$ cat src/rtl/logic_unit_pipe_if.sv
// Operand/result handshake bundle for logic_unit_pipe.
// Flag signals exist only when LOGIC_FLAGS_EN is defined.
interface logic_unit_pipe_if #(
   parameter int unsigned WIDTH = 8,
   parameter int unsigned CNT_W = 16
);
   logic             in_valid;
   logic             in_ready;
   logic [2:0]       op;
   logic [WIDTH-1:0] a;
   logic [WIDTH-1:0] b;
   logic             acc_clr;
   logic             out_valid;
   logic             out_ready;
   logic [WIDTH-1:0] y;
   logic [CNT_W-1:0] txn_count;
`ifdef LOGIC_FLAGS_EN
   logic             flag_zero;
   logic             flag_par;

   modport master (
      output in_valid, op, a, b, acc_clr, out_ready,
      input  in_ready, out_valid, y, txn_count, flag_zero, flag_par
   );
   modport slave (
      input  in_valid, op, a, b, acc_clr, out_ready,
      output in_ready, out_valid, y, txn_count, flag_zero, flag_par
   );
`else
   modport master (
      output in_valid, op, a, b, acc_clr, out_ready,
      input  in_ready, out_valid, y, txn_count
   );
   modport slave (
      input  in_valid, op, a, b, acc_clr, out_ready,
      output in_ready, out_valid, y, txn_count
   );
`endif
endinterface

$ cat src/rtl/logic_unit_pipe.sv
// Registered bitwise logic unit with XOR accumulator, 1-deep output register and
// saturating beat counter. Define LOGIC_FLAGS_EN to add registered zero/parity flags.
module logic_unit_pipe #(
   parameter int unsigned WIDTH = 8,
   parameter int unsigned CNT_W = 16
) (
   input logic              clk,
   input logic              rst,
   logic_unit_pipe_if.slave bus
);
   logic             accept;
   logic             out_valid_q, out_valid_d;
   logic [WIDTH-1:0] y_q, y_d;
   logic [WIDTH-1:0] acc_q, acc_d;
   logic [WIDTH-1:0] acc_base;
   logic [WIDTH-1:0] result;
   logic [CNT_W-1:0] cnt_q, cnt_d;

   assign bus.in_ready  = !out_valid_q || bus.out_ready;
   assign accept        = bus.in_valid && bus.in_ready;
   assign bus.out_valid = out_valid_q;
   assign bus.y         = y_q;
   assign bus.txn_count = cnt_q;

   // Clear takes effect before any accumulation in the same cycle.
   assign acc_base = bus.acc_clr ? '0 : acc_q;

   always_comb begin
      result = '0;
      case (bus.op)
         3'd0: result = bus.a & bus.b;
         3'd1: result = bus.a | bus.b;
         3'd2: result = ~(bus.a & bus.b);
         3'd3: result = ~(bus.a | bus.b);
         3'd4: result = ~bus.b;
         3'd5: result = bus.a ^ bus.b;
         3'd6: result = ~(bus.a ^ bus.b);
         3'd7: result = acc_base ^ bus.a;
         default: result = '0;
      endcase
   end

   always_comb begin
      out_valid_d = out_valid_q;
      y_d         = y_q;
      acc_d       = acc_base;
      cnt_d       = cnt_q;
      if (accept) begin
         out_valid_d = 1'b1;
         y_d         = result;
         if (bus.op == 3'd7) acc_d = result;
         if (cnt_q != {CNT_W{1'b1}}) cnt_d = cnt_q + CNT_W'(1);
      end else if (out_valid_q && bus.out_ready) begin
         out_valid_d = 1'b0;
      end
   end

   always_ff @(posedge clk or posedge rst) begin
      if (rst) begin
         out_valid_q <= 1'b0;
         y_q         <= '0;
         acc_q       <= '0;
         cnt_q       <= '0;
      end else begin
         out_valid_q <= out_valid_d;
         y_q         <= y_d;
         acc_q       <= acc_d;
         cnt_q       <= cnt_d;
      end
   end

`ifdef LOGIC_FLAGS_EN
   logic flag_zero_q, flag_par_q;

   always_ff @(posedge clk or posedge rst) begin
      if (rst) begin
         flag_zero_q <= 1'b0;
         flag_par_q  <= 1'b0;
      end else if (accept) begin
         flag_zero_q <= (result == '0);
         flag_par_q  <= ^result;
      end
   end

   assign bus.flag_zero = flag_zero_q;
   assign bus.flag_par  = flag_par_q;
`endif
endmodule
$ cat src/flat_wrapper.sv
// flat-port wrapper written by rule: the top's interface ports become plain ports
module logic_unit_pipe_flat 
#(
   parameter int unsigned WIDTH = 8,
   parameter int unsigned CNT_W = 16
)
  (clk, rst, bus_in_valid, bus_op, bus_a, bus_b, bus_acc_clr, bus_out_ready, bus_in_ready, bus_out_valid, bus_y, bus_txn_count);
  logic_unit_pipe_if #(.WIDTH(WIDTH), .CNT_W(CNT_W)) bus_i ();
  input logic clk;
  input logic rst;
  input wire logic [$bits(bus_i.in_valid)-1:0] bus_in_valid;
  input wire logic [$bits(bus_i.op)-1:0] bus_op;
  input wire logic [$bits(bus_i.a)-1:0] bus_a;
  input wire logic [$bits(bus_i.b)-1:0] bus_b;
  input wire logic [$bits(bus_i.acc_clr)-1:0] bus_acc_clr;
  input wire logic [$bits(bus_i.out_ready)-1:0] bus_out_ready;
  output wire logic [$bits(bus_i.in_ready)-1:0] bus_in_ready;
  output wire logic [$bits(bus_i.out_valid)-1:0] bus_out_valid;
  output wire logic [$bits(bus_i.y)-1:0] bus_y;
  output wire logic [$bits(bus_i.txn_count)-1:0] bus_txn_count;
  assign bus_i.in_valid = bus_in_valid;
  assign bus_i.op = bus_op;
  assign bus_i.a = bus_a;
  assign bus_i.b = bus_b;
  assign bus_i.acc_clr = bus_acc_clr;
  assign bus_i.out_ready = bus_out_ready;
  assign bus_in_ready = bus_i.in_ready;
  assign bus_out_valid = bus_i.out_valid;
  assign bus_y = bus_i.y;
  assign bus_txn_count = bus_i.txn_count;
  logic_unit_pipe #(.WIDTH(WIDTH), .CNT_W(CNT_W)) u_core (.clk(clk), .rst(rst), .bus(bus_i));
endmodule
$ cat config.mk
export PLATFORM = sky130hd
export DESIGN_NAME = logic_unit_pipe_flat
export DESIGN_NICKNAME = d
export VERILOG_FILES = /design/src/rtl/logic_unit_pipe_if.sv /design/src/rtl/logic_unit_pipe.sv /design/src/flat_wrapper.sv
export SDC_FILE = /design/constraint.sdc
export NUM_CORES = 1
export LEC_CHECK = 0
export ABC_CLOCK_PERIOD_IN_PS = 1600
export BUFFER_PORTS_ARGS = -buffer_cell sky130_fd_sc_hd__buf_4
export CORE_ASPECT_RATIO = 1.25
export CORE_MARGIN = 3
export CORE_UTILIZATION = 50
export DETAILED_ROUTE_END_ITERATION = 10
export MAX_ROUTING_LAYER = met4
export PLACE_DENSITY = 0.78
export SYNTH_ARGS = -nofsm -noshare
export SYNTH_HDL_FRONTEND = slang
export SYNTH_SLANG_ARGS = --single-unit
export TNS_END_PERCENT = 50
$ cat constraint.sdc
create_clock -name clk -period 1.6 [get_ports clk]
set_input_delay 0.08 -clock clk [delete_from_list [all_inputs] [get_ports clk]]
set_output_delay 0.08 -clock clk [all_outputs]
set_load 0.02 [all_outputs]
Yosys cells after proc, flatten, opt, wreduce, memory -nomap -nowiden:

Index checks and enable logic that the tools add are counted.
Widths: inputs -> output; s select.

* $add $sub $neg: 1
* equality and inequality tests: 8
* mux-type cells: 6
* bitwise logic cells: 8
* reduce and logical (&&, ||, !) cells: 7

Operators with widths (number)
* $pmux 8 s8: 1
* $not 8->8: 4
* $mux 8: 3
* $add 16x1->16 const B: 1
* $ne 16x16->1 const B: 1
* $xor 8x8->8: 2
* $eq 3x3->1 const B: 4
* $and 8x8->8: 1
* $or 8x8->8: 1
* $eq 3x2->1 const B: 2
* $eq 3x1->1 const B: 1
* $logic_not 3->1: 1
* $logic_and 1x1->1: 2
* $mux 1: 2
* $reduce_and 2->1: 1
* $reduce_bool 2->1: 1
* $logic_not 1->1: 1
* $logic_or 1x1->1: 1

* register bits after elaboration: 33
* input bits: 24
* output and inout port bits: 26
* logic and storage cells: 34

Longest topological paths before layout:

Gate-level depths: netlist of run 1.

* depth after elaboration: 5
* depth in mapped cells: 7
* depth with buffers taken out: 6

Least setup slack after synthesis of run 1:

Ideal clock, no wire load.

* path type: register to register
* start point: register u_core.cnt_q[0] (netlist: u_core.bus.txn_count[0])
* end point: register u_core.cnt_q[10] (netlist: u_core.bus.txn_count[10])
* library setup time: 0.080 ns
* arrival: 1.582 ns
* data required time: 1.520 ns
* path slack: -0.062 ns
* stages on the path, launching flop included: 6
* path buffers: 0
* clock period less this slack: 1.662 ns
* path through: dfrtp_1 ha_1 and3_2 nand3_2 nor4b_2 xor2_1

* longest elaborated chain between the ends: 2
* elaborated cells on any way between the ends: 3
* those cells by class: 1 x add/sub; 1 x eq/ne; 1 x reduce/logical

RTL lines
* start: declaration: RTL line logic_unit_pipe.sv:17 `logic [CNT_W-1:0] cnt_q, cnt_d;`
* start signal: assignment: RTL line logic_unit_pipe.sv:68 `cnt_q <= cnt_d;`
* parallel branches: the longest is 2 deep, another holds $add 16x1->16

Several ways; the timed one is not identified.
A chain may end at the register's enable or synchronous reset.

Final worst setup path of run 1:

* start point: register u_core.cnt_q[0] (netlist: u_core.bus.txn_count[0])
* end point: register u_core.cnt_q[1] (netlist: u_core.bus.txn_count[1])

The elaborated chain is that of the path after synthesis.

==> out/summary.txt, run 1 <==
Max Fanout on Critical Path: 5
Final period util: 95.9%
post-synthesis sequential area ratio: 33.1%
Finished Core Util: 66.2%
Clock power frac: 23.2%
Rows: 28
Critical Path Slowest Stage Cell: dfrtp_2
CP peak stage delay: 0.36 ns
Via Count: 2144
startpoint types: flip-flop
vias in the first global route: 2074
Synth area leaders: dfrtp_1 (33%), ha_1 (8.5%), xnor2_1 (4.2%)
Total Neg Setup Slack: 0 ns
first-pass GRT wire length: 9870 um
worst hold path type: in -> reg
Power Internal: 1.75 mW
share of post-route cells with drive strength above 1: 32.0%
via/cell ratio: 5.57
Clock Tree Root: clkbuf_8
top_reg_cell synth: dfrtp_1
slew margin rel.: 70.5%
Detailed Routing Iterations Pass 1: 4
Ports: 50
Worst Skew: 0.00378 ns
Post-Syn Area: 0.00249 mm^2
Starting Density: 52.3%
Net count, final: 365
cell type with the largest total area after synthesis: dfrtp_1
sw power: 0.967 mW
largest net degree at the start of global routing: 34
WL per Instance: 15.1 um
initial antenna violation count: 0
hold_ws: 0.0702 ns
antenna viol nets, final: 0
n_diodes: 0
final setup fails: 0
Yosys cell types: 59
H-tree levels: 2
Setup Crit Path Kind: reg -> reg
TritonCTS Buffers: 5
gpl congestion: 0.814
I/O Buffers: 49
yosys warns: 0
CTS sink count: 33
Power, Total: 2.72 mW
syn nets: 300
fin crit period: 1.53 ns
Longest Clk Path Bufs: 2
Post-synth ARST share: 100%
CTS tree: done
Tightest Pin Transition: 0.443 ns
RSZ-0062 raised after global routing: true
clk_lat worst skew: 0.29 ns
dpl ws: 0.00388 ns
Max VDD drop: 0.599 mV
Pwr per Cell Area: 861 mW/mm^2
DP Wirelength: 4440 um
initial DRC count: 125
combinational share of power: 37.3%
Worst Path Required: 1.77 ns
crit end category: flip-flop
P_leak: 1.49 nW
Die Y: 84.9 um
total track usage: 21.4%
status: complete, no violations
Die X: 69.2 um
arrival time worst endpoint: 1.70 ns
Post-synth EDFFs: 0
global route total overflow: 0
max_cap viols: 0
Mapped Cells: 259
sw frac: 35.6%
drt drc: 0
syn avg cell area: 9.62 um^2
final hold vios: 0
post-synthesis register bit count: 33
overall routed net length: 5820 um
sequential share of power: 39.5%
core area: 0.00476 mm^2
Clk pin slew, worst setup/hold paths: 0.07 ns
FMAX: 652 MHz
Yosys top cell area share: 33.1%
cells along the critical path: ha_2 > nand4_1 > nor4_4 > nor2_2 > mux2_4
PnR worst setup slack: 0.0664 ns
fin. max-slew vios: 0
Layout area overhead: 26.6%
total die area: 0.00587 mm^2
-- layout make-up --
type                    instances  area (um^2)
clock buffers                   6         72.6
clock inverters                 2         10.0
fillers                       439         1610
inverters                      21         92.6
multi-input cells             189         1520
flip-flops and latches         33          831
well taps                      60         75.1
repair buffers                 74          558
-- sequential cells by signal (all words and copies together) (netlist names) --
register	cells
u_core.bus.y	8
u_core.bus.out_valid	1
u_core.acc_q	8
u_core.bus.txn_count	16
-- power groups by stage --
stage	Sequential (mW)	Clock (mW)	Combinational [mW]
finish	1.07	0.630	1.01
global route	1.10	0.670	1.11
CTS	1.07	0.643	0.999
detailed placement	1.09	0	0.996
global placement	1.08	0	0.973
floorplan	1.24	0	0.389
-- final timing paths --
check	from	endpoint	slack, ns	cells after the start
max	u_core.bus.txn_count[0]	u_core.bus.txn_count[1]	0.07	5
min	bus_a[0]	u_core.acc_q[0]	0.07	3
max reg2reg	u_core.bus.txn_count[0]	u_core.bus.txn_count[1]	0.07	5
min reg2reg	u_core.bus.y[3]	u_core.bus.y[3]	0.51	2
max in group asynchronous	rst	u_core.bus.txn_count[1]	0.82	4
min in group asynchronous	rst	u_core.bus.y[5]	0.44	4
-- cell usage after synthesis, types with 6 or more instances --
| library cell | number |
|---|---|
| clkbuf_1 | 6 |
| a31oi_1 | 6 |
| nor2_1 | 14 |
| xor2_1 | 11 |
| nand2_1 | 16 |
| ha_1 | 17 |
| buf_2 | 8 |
| nor3_1 | 6 |
| o211ai_1 | 6 |
| mux2_1 | 6 |
| nor2b_1 | 7 |
| inv_1 | 20 |
| a21oi_1 | 10 |
| xnor2_1 | 12 |
| dfrtp_1 | 33 |
-- worst max-delay path: cells and delay by family (launching register included) --
kind / cells / cell delay, ns
flip-flops: 1 / 0.36
AND/OR/NAND/NOR: 3 / 0.57
adder cells (fa/ha/maj): 1 / 0.18
multiplexers: 1 / 0.31
-- cells in the final DEF (no fill, tap or decap), types with 3 or more instances in the layout --
cell type	instances
o211ai_1	6
mux2_1	5
nor2b_1	7
nand2_1	16
nor3_1	6
nand3_1	3
nor4_2	3
a211o_1	3
o22ai_1	4
ha_1	16
a221oi_1	4
buf_4	73
dfrtp_1	29
a21oi_1	10
inv_1	20
xnor2_1	12
and2_1	4
a221o_1	3
nand2b_1	4
nor3b_1	3
mux2i_1	5
xor2_1	11
a21boi_0	3
dfrtp_2	4
a31oi_1	6
nor2_1	14
clkbuf_8	5
-- per-layer routing --
metal	wire length [um]	part of all wire, %	GRT usage (%)	vias up
met5	0	0	-	-
met4	115	2.0	7.46	0
met3	220	3.8	3.32	11
met2	2920	50	35.7	50
met1	2570	44	26.4	1019
li1	-	-	-	1064
-- kinds of logic after synthesis --
logic type,share of synthesized area [%]
AND/OR/NAND/NOR,21.8
AO/OA/AOI/OAI,16.4
buffers and inverters,6.83
flip-flops,33.1
XOR/XNOR,8.08
adder cells (fa/ha/maj),8.53
multiplexers,5.17
-- metrics by stage --
stage | instances | area [um^2]
after floorplan | 259 | 2500
after global placement | 376 | 3040
after detailed placement | 376 | 3040
after CTS | 385 | 3140
after global routing | 385 | 3150
final | 385 | 3150
-- what timing repair did --
item,in CTS,in global routing
pin swaps,0,0
buffers inserted,0,0
setup endpoints to repair,1,7
hold buffers,1,0
hold endpoints to repair,33,0
cloned,0,0
gates resized for setup,1,4
No activity file was read; power rests on OpenSTA's default activity.
==> run 2: changes to the inputs <==
- PLACE_DENSITY: 0.78 -> not set
- PLACE_DENSITY_LB_ADDON: not set -> 0.3
==> out/summary.txt, run 2 (synthesized netlist as in run 1, its figures left out) <==
combinational share of power: 37.7%
Rows: 28
sw power: 0.979 mW
Buffers & Inverters on Critical Path: 0
cells along the critical path: nand4_4 > nor4_4 > nor2_2 > mux2_1
Die Y: 84.9 um
final setup fails: 0
max_cap viols: 0
PnR worst setup slack: 0.0490 ns
area post-placement: 0.00307 mm^2
RSZ-0062 raised after global routing: true
global route total overflow: 0
Clock Tree Root: clkbuf_8
slew margin rel.: 70.4%
Max VDD drop: 0.531 mV
WL per Instance: 15.2 um
Finished Core Util: 67.1%
worst hold path type: in -> reg
arrival time worst endpoint: 1.73 ns
Ports: 50
P_leak: 1.50 nW
delay-heaviest family, CP: simple AND/OR/NAND/NOR gates
gpl congestion: 0.851
Setup Crit Path Kind: reg -> reg
crit end category: flip-flop
overall routed net length: 5860 um
Worst Path Required: 1.77 ns
Power Internal: 1.75 mW
sequential share of power: 39.3%
total die area: 0.00587 mm^2
TritonCTS Buffers: 5
drt drc: 0
Worst Skew: 0.00576 ns
Starting Density: 52.3%
vias in the first global route: 2169
final hold vios: 0
via/cell ratio: 5.55
CTS tree: done
largest net degree at the start of global routing: 34
DP Wirelength: 4360 um
Fill cells: 403
area of the multi-input gates: 0.00153 mm^2
first-pass GRT wire length: 9890 um
I/O Buffers: 49
FMAX: 645 MHz
clk_lat worst skew: 0.29 ns
Clock power frac: 23.0%
Via Count: 2138
sw frac: 35.9%
n_diodes: 0
startpoint types: flip-flop
Final period util: 96.9%
CP peak stage delay: 0.44 ns
most common cell after layout, fill and taps aside: buf_4
Critical Path Slowest Stage Cell: nor4_4
highest-count cells in the layout ignoring fill and taps: buf_4 (71), dfrtp_1 (29), inv_1 (20)
Max Fanout on Critical Path: 5
dpl ws: 0.00442 ns
Pwr per Cell Area: 853 mW/mm^2
status: complete, no violations
postcts setup bufs: 0
Die X: 69.2 um
fin. max-slew vios: 0
initial DRC count: 73
total track usage: 21.2%
Layout area overhead: 28.3%
initial antenna violation count: 0
FF/Latch Area: 831 um^2
Tightest Pin Transition: 0.444 ns
H-tree levels: 2
antenna viol nets, final: 0
core area: 0.00476 mm^2
Detailed Routing Iterations Pass 1: 4
CTS sink count: 33
fin crit period: 1.55 ns
Net count, final: 365
Longest Clk Path Bufs: 2
Clk pin slew, worst setup/hold paths: 0.07 ns
share of post-route cells with drive strength above 1: 31.4%
max reg flops: 16
cell area after layout: 0.00320 mm^2
run 2: path summary, 6_finish.rpt:
kind,from,to,slack [ns],depth (start not counted)
max,u_core.bus.txn_count[7],u_core.bus.txn_count[1],0.05,4
min,bus_a[0],u_core.acc_q[0],0.08,3
max reg2reg,u_core.bus.txn_count[7],u_core.bus.txn_count[1],0.05,4
min reg2reg,u_core.bus.y[3],u_core.bus.y[3],0.52,2
max in group asynchronous,rst,u_core.bus.txn_count[0],0.82,4
min in group asynchronous,rst,u_core.bus.y[2],0.45,4
run 2: metrics by stage:
| stage | power [mW] | cells | hold slack (ns) | setup TNS, ns |
|---|---|---|---|---|
| after global placement | 2.07 | 376 | 0.212 | 0 |
| after floorplan | 1.63 | 259 | 0.209 | -0.00335 |
| after CTS | 2.74 | 385 | 0.0682 | 0 |
| after detailed placement | 2.10 | 376 | 0.214 | 0 |
| after global routing | 2.87 | 385 | 0.0985 | -0.0441 |
| final | 2.73 | 385 | 0.0763 | 0 |
run 2: metal layers:
layer / GRT usage (%) / share of wire (%)
met1: 23.3 / 43
met5: - / 0
met2: 38.8 / 52
met3: 3.67 / 3.4
met4: 6.57 / 1.7
run 2: cell type report:
type,count,area share [%]
Sequential cell,33,26.0
Tap cell,60,2.35
Timing Repair Buffer,74,18.2
Multi-Input combinational cell,189,47.9
Clock buffer,6,2.27
Inverter,21,2.90
Clock inverter,2,0.313
run 2: worst min-delay path, cell delays in order:
cell and delay, ns:
buf_4 0.12, nand2_1 0.07, xnor2_1 0.06
run 2: power groups by stage:
| stage | sequential (mW) | clock, mW | combinational, mW |
|---|---|---|---|
| 2_1_floorplan | 1.24 | 0 | 0.389 |
| 3_3_place_gp | 1.07 | 0 | 0.992 |
| 3_5_place_dp | 1.09 | 0 | 1.02 |
| 4_1_cts | 1.07 | 0.644 | 1.02 |
| 5_1_grt | 1.08 | 0.673 | 1.12 |
| 6_report | 1.07 | 0.627 | 1.03 |
run 2: timing repair:
item	in CTS	in global routing
endpoints found under the setup margin	2	7
endpoints found under the hold margin	33	0
hold buffers	1	0
resized for setup	1	5
